`src/rtl/ddc_mixer_pkg.sv`:
```
// Shared types and constants for the ddc_mixer quadrature downconversion mixer.
// Dither constants are only consumed when DDC_MIXER_DITHER_EN is defined.
package ddc_mixer_pkg;

  typedef enum logic [1:0] {
    IDLE     = 2'd0,
    WAIT_NCO = 2'd1,
    RUN      = 2'd2
  } state_t;

  // Fibonacci LFSR, taps 16,14,13,11 -> bit mask over [15:0].
  localparam logic [15:0] LFSR_SEED = 16'hACE1;
  localparam logic [15:0] LFSR_TAPS = 16'hB400;

  function automatic int prod_w(input int a_w, input int b_w);
    return a_w + b_w;
  endfunction

endpackage

```
`src/rtl/ddc_mixer_round_sat.sv`:
```
// Per-channel output stage: optional negation, add rounding/dither word below the
// output LSB, drop the redundant sign bit and saturate to OUT_W bits.
module ddc_mixer_round_sat
  import ddc_mixer_pkg::*;
#(
  parameter int P_W   = 28,
  parameter int OUT_W = 16,
  parameter int DW    = P_W - 1 - OUT_W
) (
  input  logic signed [P_W-1:0]   product,
  input  logic                    negate,
  input  logic        [DW-1:0]    dither,
  output logic signed [OUT_W-1:0] result,
  output logic                    sat
);

  logic signed [P_W:0]     ext;
  logic signed [P_W:0]     sum;
  logic signed [OUT_W+1:0] top;
  logic                    unused_lsbs;

  // NOTE: every variable written here gets a value on every path, so no latch is inferred.
  always_comb begin
    ext    = negate ? -(P_W+1)'(product) : (P_W+1)'(product);
    sum    = ext + $signed({{(OUT_W+2){1'b0}}, dither});
    top    = sum[P_W -: OUT_W+2];
    sat    = (top[OUT_W+1:OUT_W-1] != 3'b000) && (top[OUT_W+1:OUT_W-1] != 3'b111);
    result = top[OUT_W-1:0];
    if (sat) begin
      result = top[OUT_W+1] ? {1'b1, {(OUT_W-1){1'b0}}} : {1'b0, {(OUT_W-1){1'b1}}};
    end
  end

  assign unused_lsbs = ^sum[DW-1:0];

endmodule

```
`src/rtl/ddc_mixer.sv`:
```
// Quadrature mixer: I = adc*cos, Q = -adc*sin, 3-stage pipeline gated by clken,
// sequenced against NCO valid. Define DDC_MIXER_DITHER_EN for LFSR dithered rounding.
module ddc_mixer
  import ddc_mixer_pkg::*;
#(
  parameter int ADC_W = 16,
  parameter int NCO_W = 12,
  parameter int OUT_W = 16
) (
  input  logic                    clk,
  input  logic                    reset_n,
  input  logic                    clken,
  input  logic                    en,
  input  logic signed [ADC_W-1:0] adc_data,
  input  logic                    adc_valid,
  input  logic signed [NCO_W-1:0] nco_sin,
  input  logic signed [NCO_W-1:0] nco_cos,
  input  logic                    nco_valid,
  output logic signed [OUT_W-1:0] i_out,
  output logic signed [OUT_W-1:0] q_out,
  output logic                    out_valid,
  output logic                    ovf_i,
  output logic                    ovf_q,
  input  logic                    ovf_clr
);

  localparam int P_W = prod_w(ADC_W, NCO_W);
  localparam int DW  = P_W - 1 - OUT_W;

  state_t state, state_nx;
  logic   accept, leave;
  logic   v0, v1;

  logic signed [ADC_W-1:0] adc_r;
  logic signed [NCO_W-1:0] cos_r, sin_r;
  logic signed [P_W-1:0]   p_i, p_q;
  logic        [DW-1:0]    dith_in, dith0, dith1;
  logic signed [OUT_W-1:0] res_i, res_q;
  logic                    sat_i, sat_q;

  always_ff @(posedge clk or negedge reset_n) begin
    if (!reset_n) state <= IDLE;
    else if (clken) state <= state_nx;
  end

  // en outranks nco_valid in every state.
  always_comb begin
    state_nx = state;
    case (state)
      IDLE:     if (en) state_nx = WAIT_NCO;
      WAIT_NCO: if (!en) state_nx = IDLE;
                else if (nco_valid) state_nx = RUN;
      RUN:      if (!en) state_nx = IDLE;
                else if (!nco_valid) state_nx = WAIT_NCO;
      default:  state_nx = IDLE;
    endcase
  end

  assign leave  = (state == RUN) && (state_nx != RUN);
  assign accept = (state == RUN) && en && adc_valid && nco_valid;

`ifdef DDC_MIXER_DITHER_EN
  logic [15:0] lfsr;

  always_ff @(posedge clk or negedge reset_n) begin
    if (!reset_n) lfsr <= LFSR_SEED;
    else if (clken && accept) lfsr <= {lfsr[14:0], ^(lfsr & LFSR_TAPS)};
  end

  assign dith_in = DW'(lfsr);
`else
  assign dith_in = DW'(1) << (DW - 1);
`endif

  // NOTE: state uses non-blocking assignments so all registers sample pre-edge values.
  always_ff @(posedge clk or negedge reset_n) begin
    if (!reset_n) begin
      v0        <= 1'b0;
      v1        <= 1'b0;
      out_valid <= 1'b0;
      i_out     <= '0;
      q_out     <= '0;
      ovf_i     <= 1'b0;
      ovf_q     <= 1'b0;
    end else if (clken) begin
      v0        <= accept;
      v1        <= v0 && !leave;
      out_valid <= v1 && !leave;
      if (v1 && !leave) begin
        i_out <= res_i;
        q_out <= res_q;
      end
      ovf_i <= (ovf_i && !ovf_clr) || (v1 && !leave && sat_i);
      ovf_q <= (ovf_q && !ovf_clr) || (v1 && !leave && sat_q);
    end
  end

  // NOTE: datapath registers carry no reset; the valid bits above qualify their contents.
  always_ff @(posedge clk) begin
    if (clken) begin
      if (accept) begin
        adc_r <= adc_data;
        cos_r <= nco_cos;
        sin_r <= nco_sin;
        dith0 <= dith_in;
      end
      if (v0) begin
        p_i   <= P_W'(adc_r) * P_W'(cos_r);
        p_q   <= P_W'(adc_r) * P_W'(sin_r);
        dith1 <= dith0;
      end
    end
  end

  ddc_mixer_round_sat #(.P_W(P_W), .OUT_W(OUT_W), .DW(DW)) u_rs_i (
    .product (p_i),
    .negate  (1'b0),
    .dither  (dith1),
    .result  (res_i),
    .sat     (sat_i)
  );

  ddc_mixer_round_sat #(.P_W(P_W), .OUT_W(OUT_W), .DW(DW)) u_rs_q (
    .product (p_q),
    .negate  (1'b1),
    .dither  (dith1),
    .result  (res_q),
    .sat     (sat_q)
  );

endmodule

```
`config.mk`:
```
export PLATFORM = sky130hd
export DESIGN_NAME = ddc_mixer
export DESIGN_NICKNAME = d
export VERILOG_FILES = /design/src/rtl/ddc_mixer_pkg.sv /design/src/rtl/ddc_mixer_round_sat.sv /design/src/rtl/ddc_mixer.sv
export SDC_FILE = /design/constraint.sdc
export NUM_CORES = 1
export LEC_CHECK = 0
export ABC_AREA = 1
export CORE_ASPECT_RATIO = 1.75
export CORE_MARGIN = 8
export CORE_UTILIZATION = 25
export CTS_BUF_LIST = sky130_fd_sc_hd__clkbuf_4 sky130_fd_sc_hd__clkbuf_8 sky130_fd_sc_hd__clkbuf_16
export DETAILED_ROUTE_END_ITERATION = 7
export PLACE_DENSITY = 0.49
export SYNTH_ARGS = -nofsm -noshare
export SYNTH_HDL_FRONTEND = slang
export SYNTH_SLANG_ARGS = --single-unit
export TNS_END_PERCENT = 50
```
`constraint.sdc`:
```
create_clock -name clk -period 5.9 [get_ports clk]
set_input_delay 0.59 -clock clk [delete_from_list [all_inputs] [get_ports clk]]
set_output_delay 0.59 -clock clk [all_outputs]
set_load 0.005 [all_outputs]
```
### Word-level counts from Yosys, hierarchy flattened

Cells that the tools add are included.

| word-level totals | value |
|---|---|
| word-level logic and storage cells | 55 |
| register bits | 135 |
| output and inout port bits | 35 |
| bits of input ports | 47 |

| cells by class | value |
|---|---|
| multiply operators | 2 |
| reduce and logical (&&, ||, !) cells | 22 |
| $add $sub $neg | 3 |
| eq/ne operators | 5 |
| mux-type cells | 10 |

Operator list:

| operator | count |
|---|---|
| 2-to-1 mux 16 bit | 4 |
| multiplier 16 x 12 -> 28 bit | 2 |
| adder 28 x 12 -> 29 bit, second input constant | 1 |
| adder 29 x 12 -> 29 bit, second input constant | 1 |
| negator 28 -> 29 bit | 1 |
| logical AND 1 bit | 12 |
| 2-to-1 mux 2 bit | 5 |
| != test 3 bit, second input constant | 2 |
| case mux 2 bit (3 select lines) | 1 |
| AND reduction 2 bit | 3 |
| nonzero test 3 bit | 2 |
| equality test 2 x 1 -> 1 bit, second input constant | 1 |
| equality test 2 bit, second input constant | 1 |
| logical NOT 1 bit | 2 |
| logical NOT 2 bit | 1 |
| logical OR 1 bit | 2 |
| != test 2 bit, second input constant | 1 |

### Logic depth before layout (Yosys ltp)

Gate-level depths: netlist (run 1).

| logic depth | value |
|---|---|
| word-level depth | 9 |
| gate-level depth with buffers | 25 |
| depth with buffers taken out | 23 |

### Hierarchy

Synthesis (run 1) repeated with hierarchy kept, for this count alone.

| unflattened totals | value |
|---|---|
| cell total of the unflattened synthesis | 3,009 |
| area, all modules | 23,513.8 um2 |

Modules (own cells, without submodules):

| module | cells an instance | area each (um2) | times used | seq. area each (um2) |
|---|---|---|---|---|
| ddc_mixer | 2,267 | 19,532.5 | 1 | 3,858.7 |
| ddc_mixer_round_sat | 371 | 1,990.7 | 2 | 0.0 |

### Worst setup path after synthesis (run 1)

No wires, ideal clock.

| timing | value |
|---|---|
| path kind | register to register |
| start | register adc_r[15] |
| end | register p_i[27] (data pin) |
| path buffers | 1 |
| required time | 5,648 ps |
| setup time | 252 ps |
| clock period less this slack | 5,063 ps |
| data arrival time | 4,811 ps |
| slack | 837 ps |
| cell stages (with the launch flop) | 21 |
| path through | edfxtp_1 -> clkbuf_1 -> nand2_1 -> fa_1 -> inv_1 -> fa_1 -> inv_1 -> fa_1 -> fa_1 -> fa_1 -> inv_1 -> ha_1 -> nand2_1 -> inv_1 -> nand3_1 -> nor3_1 -> nand2_1 -> a21oi_1 -> nor2_1 -> nand2_1 -> nand2_1 |

| between the ends | value |
|---|---|
| word-level cells in the longest chain between the ends | 1 |

RTL lines:

| what | RTL line | source |
|---|---|---|
| start: declaration | ddc_mixer.sv:34 | `logic signed [ADC_W-1:0] adc_r;` |
| start signal: assignment | ddc_mixer.sv:102 | `adc_r <= adc_data;` |
| multiplier 16 x 12 -> 28 bit | ddc_mixer.sv:108 | `p_i <= P_W'(adc_r) * P_W'(cos_r);` |
| end signal: assignment | ddc_mixer.sv:108 |  |
| end: declaration | ddc_mixer.sv:36 | `logic signed [P_W-1:0] p_i, p_q;` |

Every way passes these cells.
A chain may end at the register's enable or synchronous reset.

### Worst setup path in the final report (run 1)

| timing | value |
|---|---|
| start | register adc_r[15] |
| end | register p_q[25] (data pin) |

| between the ends | value |
|---|---|
| word-level cells in the longest chain between the ends | 1 |

RTL lines:

| what | RTL line | source |
|---|---|---|
| multiplier 16 x 12 -> 28 bit | ddc_mixer.sv:109 | `p_q <= P_W'(adc_r) * P_W'(sin_r);` |
| end signal: assignment | ddc_mixer.sv:109 |  |
| end: declaration | ddc_mixer.sv:36 |  |

Every way passes these cells.

==> flow_metrics.env, run 1 <==
export IMPL_avgRoutedWirePerCell_um=17.26
export IMPL_htreeDepth=4
export IMPL_worst_slack_ps=230.0
export IMPL_crit_path_cell_trace="buf_4 > nand2_1 > fa_1 > inv_1 > fa_1 > inv_1 > fa_1 > inv_1 > fa_1 > fa_1 > ha_1 > nand2_1 > nor4_1 > nand4_1 > nand3_1 > xor2_1"
export IMPL_syn_to_final_growth_pct=14.84
export IMPL_fin_skew_ps=34.05
export IMPL_hp_class="in2async"
export IMPL_critPathKind="reg2reg"
export IMPL_netlist_area_um2=19750
export IMPL_grt_setup_unrepaired="false"
export IMPL_wl_met1_mm=17.99
export IMPL_drt_iter0_markers=606
export IMPL_power_density_nw_per_um2=129.5
export IMPL_antenna_found_initial=0
export IMPL_avgSynthCellArea_um2=8.237
export IMPL_grt_start_max_net_pins=48
export IMPL_setup_viol=0
export IMPL_r2r_cells=16
export IMPL_wl_met3_mm=1.029
export IMPL_timing_slew_headroom_pct=30.91
export IMPL_drt_pass1_iterations=5
export IMPL_place_gp_congestion=0.9158
export IMPL_status="finished clean"
export IMPL_p_leak_nw=11.75
export IMPL_synthCells=2398
export IMPL_cts_buffers=17
export IMPL_core_um2=78450
export IMPL_grt_pass1_wl_mm=95.18
export IMPL_die_h_um=387.8
export IMPL_timing_rr_start="adc_r[15]$_DFFE_PP_"
export IMPL_grt_ovfl_total=0
export IMPL_cp_start_kind="flop"
export IMPL_drv_cap=0
export IMPL_ys_seq_elements=125
export IMPL_arrival_ps=5900
export IMPL_ant_nets=0
export IMPL_r2r_end="p_q[25]$_DFFE_PP_"
export IMPL_core_rowCount=136
export IMPL_io_pins=82
export IMPL_maxSlewViolCount=0
export IMPL_clk_root_buffer_cell="clkbuf_16"
export IMPL_yosysWarnings=0
export IMPL_end_kind="flop"
export IMPL_synthFlopType="edfxtp_1"
export IMPL_drt_total_wl_mm=61.02
export IMPL_top_layer_used="met4"
export IMPL_insertion_delay_ps=490
export IMPL_nFillCells=8455
export IMPL_register_area_um2=3558
export IMPL_final_common_cell="inv_1"
export IMPL_holdBufCountCts=0
export IMPL_cp_slowest_cell="fa_1"
export IMPL_pre_cts_ws_ps=246.4
export IMPL_viasPerCell=4.306
export IMPL_finalHoldViolCount=0
export IMPL_remaining_drc_errors=0
export IMPL_post_cts_buffers=0
export IMPL_cts_tree="done"
export IMPL_vias=15220
export IMPL_nNetsFinal=3004
export IMPL_dr_wl_met2_mm=37.84
export IMPL_drive_gt1_share_pct=6.000
export IMPL_fin_crit_ps=5670
export IMPL_numClockSinks=125
export IMPL_synthDistinctLibCells=45
export IMPL_worst_slew_pin_slew_ps=1036
export IMPL_crit_required_ps=6130
export IMPL_path_max_fanout=15
export IMPL_hold_worst_slack_ps=278.4
export IMPL_grt_pass1_vias=17250
export IMPL_peakVddDrop_uv=177.8
export IMPL_post_dp_hpwl_mm=52.77
export IMPL_dieWidth_um=228.5
export IMPL_portBuffers=81
export IMPL_layout_common_cells="inv_1 (625), nand2_1 (602), fa_1 (354)"
export IMPL_clockBufferDepth=2
export IMPL_ys_seq_area_share_pct=18.02
export IMPL_async_reset_ff_share_pct=31.20
export IMPL_worst_path_most_repeated_cell="fa_1"
export IMPL_setup_tns_ps=0
export IMPL_multi_input_area_um2=13490
export IMPL_reg2reg_slack_ps=230
export IMPL_clkTransAtPathRegs_ps=100
export IMPL_grt_usage_pct=14.15
export IMPL_fmax_ghz=0.1764
export IMPL_synth_edf_count=86
export IMPL_fin_crit_sh_pct=96.10
export IMPL_diodes=0
export IMPL_start_util_pct=25.18
export IMPL_max_stage_delay_ps=620
export IMPL_post_cts_resized=0
export IMPL_syn_num_nets=2915
export IMPL_die_area_um2=88610
-- synth_stat cells, types with 2 or more instances --
cell | n | area (um^2)
a21o_1 | 2 | 15.01
inv_1 | 626 | 2350
nand2_1 | 602 | 2260
o21bai_1 | 6 | 45.04
a31oi_1 | 3 | 18.77
or2_0 | 2 | 12.51
dfrtp_1 | 39 | 975.9
o211ai_1 | 2 | 15.01
fa_1 | 354 | 7087
nand2_4 | 2 | 22.52
nand4_1 | 16 | 100.1
a21oi_2 | 10 | 87.58
o21ai_0 | 34 | 170.2
clkbuf_1 | 74 | 277.8
a21oi_1 | 58 | 290.3
xnor2_1 | 23 | 201.4
nor3_1 | 13 | 65.06
buf_2 | 5 | 25.02
o21ai_1 | 4 | 20.02
nor4_1 | 6 | 37.54
edfxtp_1 | 86 | 2582
nor2_1 | 146 | 548.0
nand3b_1 | 4 | 30.03
buf_1 | 2 | 7.510
nand3_1 | 86 | 430.4
nor2_4 | 3 | 33.78
ha_1 | 116 | 1451
xor2_1 | 35 | 306.5
or2_2 | 13 | 81.33
nand2_2 | 11 | 68.82
-- sequential cells by signal, summed over array words and instances (netlist names) --
signal     flops
i_out         16
sin_r         12
adc_r         16
ovf_q          1
out_valid      1
p_i           18
state          2
p_q           28
ovf_i          1
cos_r         12
v1             1
v0             1
q_out         16
-- cell families after synthesis --
logic type	share of synthesized area [%]
AO/OA/AOI/OAI	3.674
buffers and inverters	13.70
XOR/XNOR	2.572
flip-flops	18.02
adder cells (fa/ha/maj)	43.23
AND/OR/NAND/NOR	18.81
-- power by group --
part / switching (mW) / internal [mW]
clock: 0.525 / 0.589
combinational: 0.437 / 0.344
sequential: 0.0310 / 1.01
total: 0.993 / 1.95
-- per-layer routing --
layer | track usage, % | vias up
met5 | 0 | -
met3 | 1.294 | 166
met1 | 11.22 | 7571
li1 | - | 7193
met4 | 9.530 | 0
met2 | 30.75 | 293
-- area by class of cell --
class	count	area share, %
clock buffers	18	1.986
multi-input cells	1562	59.49
repair buffers	154	6.134
clock inverters	14	0.6123
well taps	1035	5.709
flip-flops and latches	125	15.69
inverters	627	10.38
-- how the worst max path moves through the flow --
stage                        start                 to  slack, ps
3_5_place_dp   adc_r[15]$_DFFE_PP_  p_q[25]$_DFFE_PP_        250
6_report       adc_r[15]$_DFFE_PP_  p_q[25]$_DFFE_PP_        230
4_1_cts        adc_r[15]$_DFFE_PP_  p_q[25]$_DFFE_PP_        200
3_3_place_gp   adc_r[15]$_DFFE_PP_  p_q[25]$_DFFE_PP_        260
2_1_floorplan  adc_r[15]$_DFFE_PP_  p_i[27]$_DFFE_PP_        840
5_1_grt        adc_r[15]$_DFFE_PP_  p_q[25]$_DFFE_PP_          5
-- stage by stage --
step,cells,instance area [um^2],utilization (%),power (mW)
final,3535,22680,28.91,2.938
after global routing,3535,22680,28.91,3.105
after CTS,3535,22680,28.91,2.996
after detailed placement,3503,22090,28.16,1.859
after global placement,3503,22090,28.16,1.858
after floorplan,2398,19750,-,1.528
-- critical path, delay by kind of cell, from the launching register on --
family                     cells  cell delay, ps
xor gates and xnor gates       1              70
DFF                            1             570
and+or+nand+nor                5            1150
buffers and inverters          4             600
adders and majority gates      6            3010
(Power assumes the default switching activity.)
==> run 2, diff against run 1 <==
--- a/config.mk
+++ b/config.mk
@@ -12,7 +12,7 @@
 export CTS_BUF_LIST = sky130_fd_sc_hd__clkbuf_4 sky130_fd_sc_hd__clkbuf_8 sky130_fd_sc_hd__clkbuf_16
 export DETAILED_ROUTE_END_ITERATION = 7
 export PLACE_DENSITY = 0.49
+export SKIP_CTS_REPAIR_TIMING = 1
 export SYNTH_ARGS = -nofsm -noshare
 export SYNTH_HDL_FRONTEND = slang
 export SYNTH_SLANG_ARGS = --single-unit
-export TNS_END_PERCENT = 50
==> constraint.sdc (replaced) <==
create_clock -name clk -period 5.8 [get_ports clk]
set_input_delay 0.58 -clock clk [delete_from_list [all_inputs] [get_ports clk]]
set_output_delay 0.58 -clock clk [all_outputs]
set_load 0.005 [all_outputs]
==> flow_metrics.env, run 2 (synthesis gave the netlist of run 1 again) <==
export IMPL_power_mw=3.012
export IMPL_grt_start_max_net_pins=48
export IMPL_peakVddDrop_uv=175.3
export IMPL_power_density_nw_per_um2=131.4
export IMPL_antenna_found_initial=1
export IMPL_worst_slew_pin_slew_ps=1060
export IMPL_critPathKind="reg2reg"
export IMPL_nNetsFinal=3024
export IMPL_place_area_um2=22190
export IMPL_grt_pass1_vias=17560
export IMPL_place_gp_congestion=0.9271
export IMPL_setup_tns_ps=0
export IMPL_path_max_fanout=13
export IMPL_reg_largest_list="p_q: 28 flops, p_i: 18 flops"
export IMPL_syn_to_final_growth_pct=16.08
export IMPL_avgRoutedWirePerCell_um=17.18
export IMPL_drv_cap=0
export IMPL_drive_gt1_share_pct=6.786
export IMPL_remaining_drc_errors=0
export IMPL_insertion_delay_ps=480
export IMPL_core_rowCount=136
export IMPL_grt_ovfl_total=0
export IMPL_portBuffers=81
export IMPL_cts_tree="done"
export IMPL_clkTransAtPathRegs_ps=70
export IMPL_grt_setup_unrepaired="false"
export IMPL_maxSlewViolCount=0
export IMPL_die_area_um2=88610
export IMPL_fin_crit_ps=5487
export IMPL_diodes=0
export IMPL_timing_slew_headroom_pct=29.32
export IMPL_grt_pass1_wl_mm=96.44
export IMPL_fmax_ghz=0.1822
export IMPL_dp_cells=3509
export IMPL_drt_pass1_iterations=5
export IMPL_htreeDepth=4
export IMPL_pre_cts_ws_ps=217.6
export IMPL_drt_total_wl_mm=61.06
export IMPL_final_cell_area_um2=22930
export IMPL_arrival_ps=5700
export IMPL_worst_slack_ps=312.6
export IMPL_final_common_cell="inv_1"
export IMPL_largest_reg_flops=28
export IMPL_clockBufferDepth=2
export IMPL_layout_common_cells="inv_1 (625), nand2_1 (602), fa_1 (354)"
export IMPL_cts_buffers=17
export IMPL_die_h_um=387.8
export IMPL_ant_nets=0
export IMPL_vias=15190
export IMPL_core_um2=78450
export IMPL_drt_iter0_markers=600
export IMPL_final_core_util_pct=29.23
export IMPL_status="finished clean"
export IMPL_hold_worst_slack_ps=278.0
export IMPL_post_dp_hpwl_mm=52.81
export IMPL_p_leak_nw=11.88
export IMPL_clk_root_buffer_cell="clkbuf_16"
export IMPL_fin_cells=3555
export IMPL_finalHoldViolCount=0
export IMPL_start_util_pct=25.18
export IMPL_numClockSinks=125
export IMPL_cp_start_kind="flop"
export IMPL_setup_viol=0
export IMPL_viasPerCell=4.273
export IMPL_dieWidth_um=228.5
export IMPL_fin_skew_ps=23.27
export IMPL_end_kind="flop"
export IMPL_hp_class="in2async"
export IMPL_grt_usage_pct=14.27
export IMPL_crit_required_ps=6020
export IMPL_nFillCells=8455
export IMPL_fin_crit_sh_pct=94.61
export IMPL_regMostFlops="p_q"
export IMPL_io_pins=82
## run 2: changes by cell type in the layout (fill, tap and decap cells not counted)
cell,before,now
buf_12,3,10
buf_4,70,83
clkinv_8,0,2
inv_4,0,1
inv_8,8,5
nor2_1,145,144
nor2_2,0,1
## run 2: where the power goes
group          internal [mW]  total (mW)  switching [mW]
Sequential              1.03        1.06          0.0309
Combinational          0.363       0.828           0.465
Clock                  0.598        1.12           0.526
## run 2: worst max-delay path, cell delays in order, from the launching register on
cell and delay [ps]:
edfxtp_1 620, buf_4 310, nand2_1 80, inv_1 50, fa_1 470, inv_1 50, fa_1 530, inv_1 50
fa_1 400, fa_1 510, inv_1 50, fa_1 470, inv_1 40, ha_1 360, a21oi_1 130, o21ai_0 500
nand2_1 110, nand3_1 120, nand2_1 60, nand3_1 140, inv_1 50, nand2_1 60, nand2_1 70
## run 2: layout make-up
cell class                      instances  area [um^2]  share of cell area, %
Multi-Input combinational cell       1562        13500                  58.87
Sequential cell                       125         3558                  15.52
Inverter                              627         2354                  10.27
Timing Repair Buffer                  174         1629                  7.105
Clock buffer                           18        450.4                  1.965
Tap cell                             1035         1295                  5.648
Clock inverter                         14        143.9                 0.6276
## run 2: routing by layer
layer  part of all wire, %  track usage, %
met5                     0               0
met4                   6.5           9.086
met3                   1.3           1.272
met2                    62           31.39
met1                    30           11.24
## run 2: worst paths after layout
check,depth (start not counted),to,slack (ps),startpoint
max,22,p_q[27]$_DFFE_PP_,310,adc_r[3]$_DFFE_PP_
min,1,i_out[13]$_DFFE_PN0P_,280,reset_n
max reg2reg,22,p_q[27]$_DFFE_PP_,310,adc_r[3]$_DFFE_PP_
min reg2reg,2,ovf_q$_DFFE_PN0P_,480,ovf_q$_DFFE_PN0P_
max in group asynchronous,1,q_out[12]$_DFFE_PN0P_,4920,reset_n
min in group clk,2,ovf_q$_DFFE_PN0P_,480,ovf_q$_DFFE_PN0P_
==> run 3, diff against run 2 <==
--- a/config.mk
+++ b/config.mk
@@ -7,12 +7,12 @@
 export LEC_CHECK = 0
 export ABC_AREA = 1
 export CORE_ASPECT_RATIO = 1.75
-export CORE_MARGIN = 8
 export CORE_UTILIZATION = 25
 export CTS_BUF_LIST = sky130_fd_sc_hd__clkbuf_4 sky130_fd_sc_hd__clkbuf_8 sky130_fd_sc_hd__clkbuf_16
 export DETAILED_ROUTE_END_ITERATION = 7
-export PLACE_DENSITY = 0.49
+export PLACE_DENSITY = 0.48
 export SKIP_CTS_REPAIR_TIMING = 1
 export SYNTH_ARGS = -nofsm -noshare
 export SYNTH_HDL_FRONTEND = slang
+export SYNTH_HIERARCHICAL = 1
 export SYNTH_SLANG_ARGS = --single-unit
==> flow_metrics.env, run 3 <==
export IMPL_status="finished, violations left"
export IMPL_path_max_fanout=12
export IMPL_fmax_ghz=0.1878
export IMPL_grt_setup_unrepaired="false"
export IMPL_viasPerCell=4.185
export IMPL_fin_skew_ps=16.53
export IMPL_ant_nets=0
export IMPL_avgSynthCellArea_um2=7.814
export IMPL_post_dp_hpwl_mm=52.10
export IMPL_synth_area_leaders="fa_1 (30%), nand2_1 (14%), edfxtp_1 (12%), inv_1 (11%), ha_1 (7.4%)"
export IMPL_synth_edf_count=96
export IMPL_grt_ovfl_total=0
export IMPL_layout_common_cells="nand2_1 (854), inv_1 (716), fa_1 (356)"
export IMPL_die_h_um=407.7
export IMPL_failed_checks="design-rule violations"
export IMPL_setup_viol=0
export IMPL_syn_to_final_growth_pct=12.73
export IMPL_grt_start_max_net_pins=58
export IMPL_reg_largest_list="p_i: 28 flops, p_q: 28 flops"
export IMPL_synthFlopType="edfxtp_1"
export IMPL_antenna_found_initial=0
export IMPL_hp_class="in2async"
export IMPL_dieWidth_um=233.8
export IMPL_setup_tns_ps=0
export IMPL_cp_startpoint="cos_r[8]$_DFFE_PP_"
export IMPL_vias=18040
export IMPL_yosys_top_cells_count="nand2_1 (854), inv_1 (718), fa_1 (356)"
export IMPL_p_leak_nw=14.09
export IMPL_fin_crit_ps=5325
export IMPL_arrival_ps=5580
export IMPL_drive_gt1_share_pct=8.325
export IMPL_avgRoutedWirePerCell_um=14.02
export IMPL_ys_seq_elements=135
export IMPL_yosysWarnings=6
export IMPL_clk_root_buffer_cell="clkbuf_16"
export IMPL_synthCells=3009
export IMPL_power_density_nw_per_um2=157.3
export IMPL_critPathKind="reg2reg"
export IMPL_fin_crit_sh_pct=91.81
export IMPL_core_rowCount=148
export IMPL_end_kind="flop"
export IMPL_numClockSinks=135
export IMPL_timing_rr_start="cos_r[8]$_DFFE_PP_"
export IMPL_die_area_um2=95330
export IMPL_finalHoldViolCount=0
export IMPL_max_stage_delay_ps=670
export IMPL_cp_slowest_cell="edfxtp_1"
export IMPL_drt_total_wl_mm=60.43
export IMPL_async_reset_ff_share_pct=28.89
export IMPL_timing_slew_headroom_pct=32.96
export IMPL_pre_cts_ws_ps=412.6
export IMPL_ys_seq_area_share_pct=16.41
export IMPL_nNetsFinal=3641
export IMPL_cts_buffers=17
export IMPL_maxSlewViolCount=0
export IMPL_io_pins=82
export IMPL_crit_required_ps=6050
export IMPL_crit_family="adder cells"
export IMPL_final_common_cell="nand2_1"
export IMPL_netlist_area_um2=23510
export IMPL_drv_cap=0
export IMPL_drt_iter0_markers=884
export IMPL_clockBufferDepth=2
export IMPL_insertion_delay_ps=500
export IMPL_remaining_drc_errors=6
export IMPL_cts_tree="done"
export IMPL_synth_most_common_cell="nand2_1"
export IMPL_worst_slack_ps=474.9
export IMPL_crit_path_cell_trace="nand2_1 > fa_1 > inv_1 > fa_1 > inv_1 > fa_1 > inv_1 > fa_1 > inv_1 > fa_1 > inv_1 > ha_1 > nand2_1 > nor3_1 > nand3_1 > nand4_1 > nand2_1"
export IMPL_crit_buf_inv=5
export IMPL_synth_area_leader_cell="fa_1"
export IMPL_start_util_pct=25.24
export IMPL_cp_start_kind="flop"
export IMPL_worst_slew_pin_slew_ps=1006
export IMPL_grt_pass1_vias=19240
export IMPL_diodes=0
export IMPL_yosysTopAreaCellShare_pct=30.31
export IMPL_clkTransAtPathRegs_ps=80
export IMPL_synthDistinctLibCells=45
export IMPL_portBuffers=81
export IMPL_drt_pass1_iterations=8
export IMPL_peakVddDrop_uv=259.5
export IMPL_place_gp_congestion=0.8598
export IMPL_grt_usage_pct=13.44
export IMPL_grt_pass1_wl_mm=99.97
export IMPL_core_um2=93140
export IMPL_htreeDepth=4
-- run 3: changes by cell type after synthesis, moves of 23 or more --
cell,previous run,this run
ha_1,116,140
nand2_2,11,67
nor2_2,0,23
nor2_1,146,188
nand2_1,602,854
nand3_1,86,119
inv_1,626,718
mux2_4,0,27
nand4_1,16,39
-- run 3: cells by family after synthesis --
| kind of cell | share of synthesized area [%] |
|---|---|
| and+or+nand+nor | 25.20 |
| other | 0.03194 |
| xor gates and xnor gates | 2.496 |
| muxes | 1.963 |
| AOI/OAI and AO/OA | 2.655 |
| buffers and inverters | 13.48 |
| adders and majority gates | 37.76 |
| DFF | 16.41 |
-- run 3: final timing paths --
path                                              end  slack [ps]  cells past startpoint
worst min-delay path            q_out[12]$_DFFE_PN0P_         230                      1
worst max-delay path                p_i[25]$_DFFE_PP_         470                     17
worst min register to register      ovf_i$_DFFE_PN0P_         490                      2
max in group asynchronous       i_out[12]$_DFFE_PN0P_        4910                      1
min in group clk                    ovf_i$_DFFE_PN0P_         490                      2
worst max register to register      p_i[25]$_DFFE_PP_         470                     17
-- run 3: cell type report --
class	instances	area [um^2]
Timing Repair Buffer	134	1229
Tap cell	1200	1501
Inverter	724	2718
Clock buffer	17	425.4
Sequential cell	135	3859
Fill cell	10060	66640
Multi-Input combinational cell	2086	16600
Clock inverter	15	178.9
-- run 3: where the power goes --
part,switching (mW),internal (mW),total [mW]
clock,0.562,0.582,1.14
sequential,0.0726,1.19,1.26
combinational,0.985,0.784,1.77
total,1.62,2.55,4.17
-- run 3: layer usage --
layer	track usage, %	wire length (um)	vias up	share of wire (%)
met5	0	0	-	0
met4	4.198	1298	0	2.1
met3	1.426	1413	52	2.3
met2	26.06	33750	221	56
met1	14.89	23960	8727	40
li1	-	-	9043	-
-- run 3: per-stage QoR --
step	std cells	power, mW	instance area, um^2	util, %	hold slack [ps]
2_1_floorplan	3039	2.467	23630	-	284.4
3_3_place_gp	4279	3.066	25900	27.81	476.6
3_5_place_dp	4279	3.074	25900	27.81	482.0
4_1_cts	4311	4.252	26510	28.46	260.8
5_1_grt	4311	4.524	26510	28.46	312.2
6_report	4311	4.170	26510	28.46	230.8
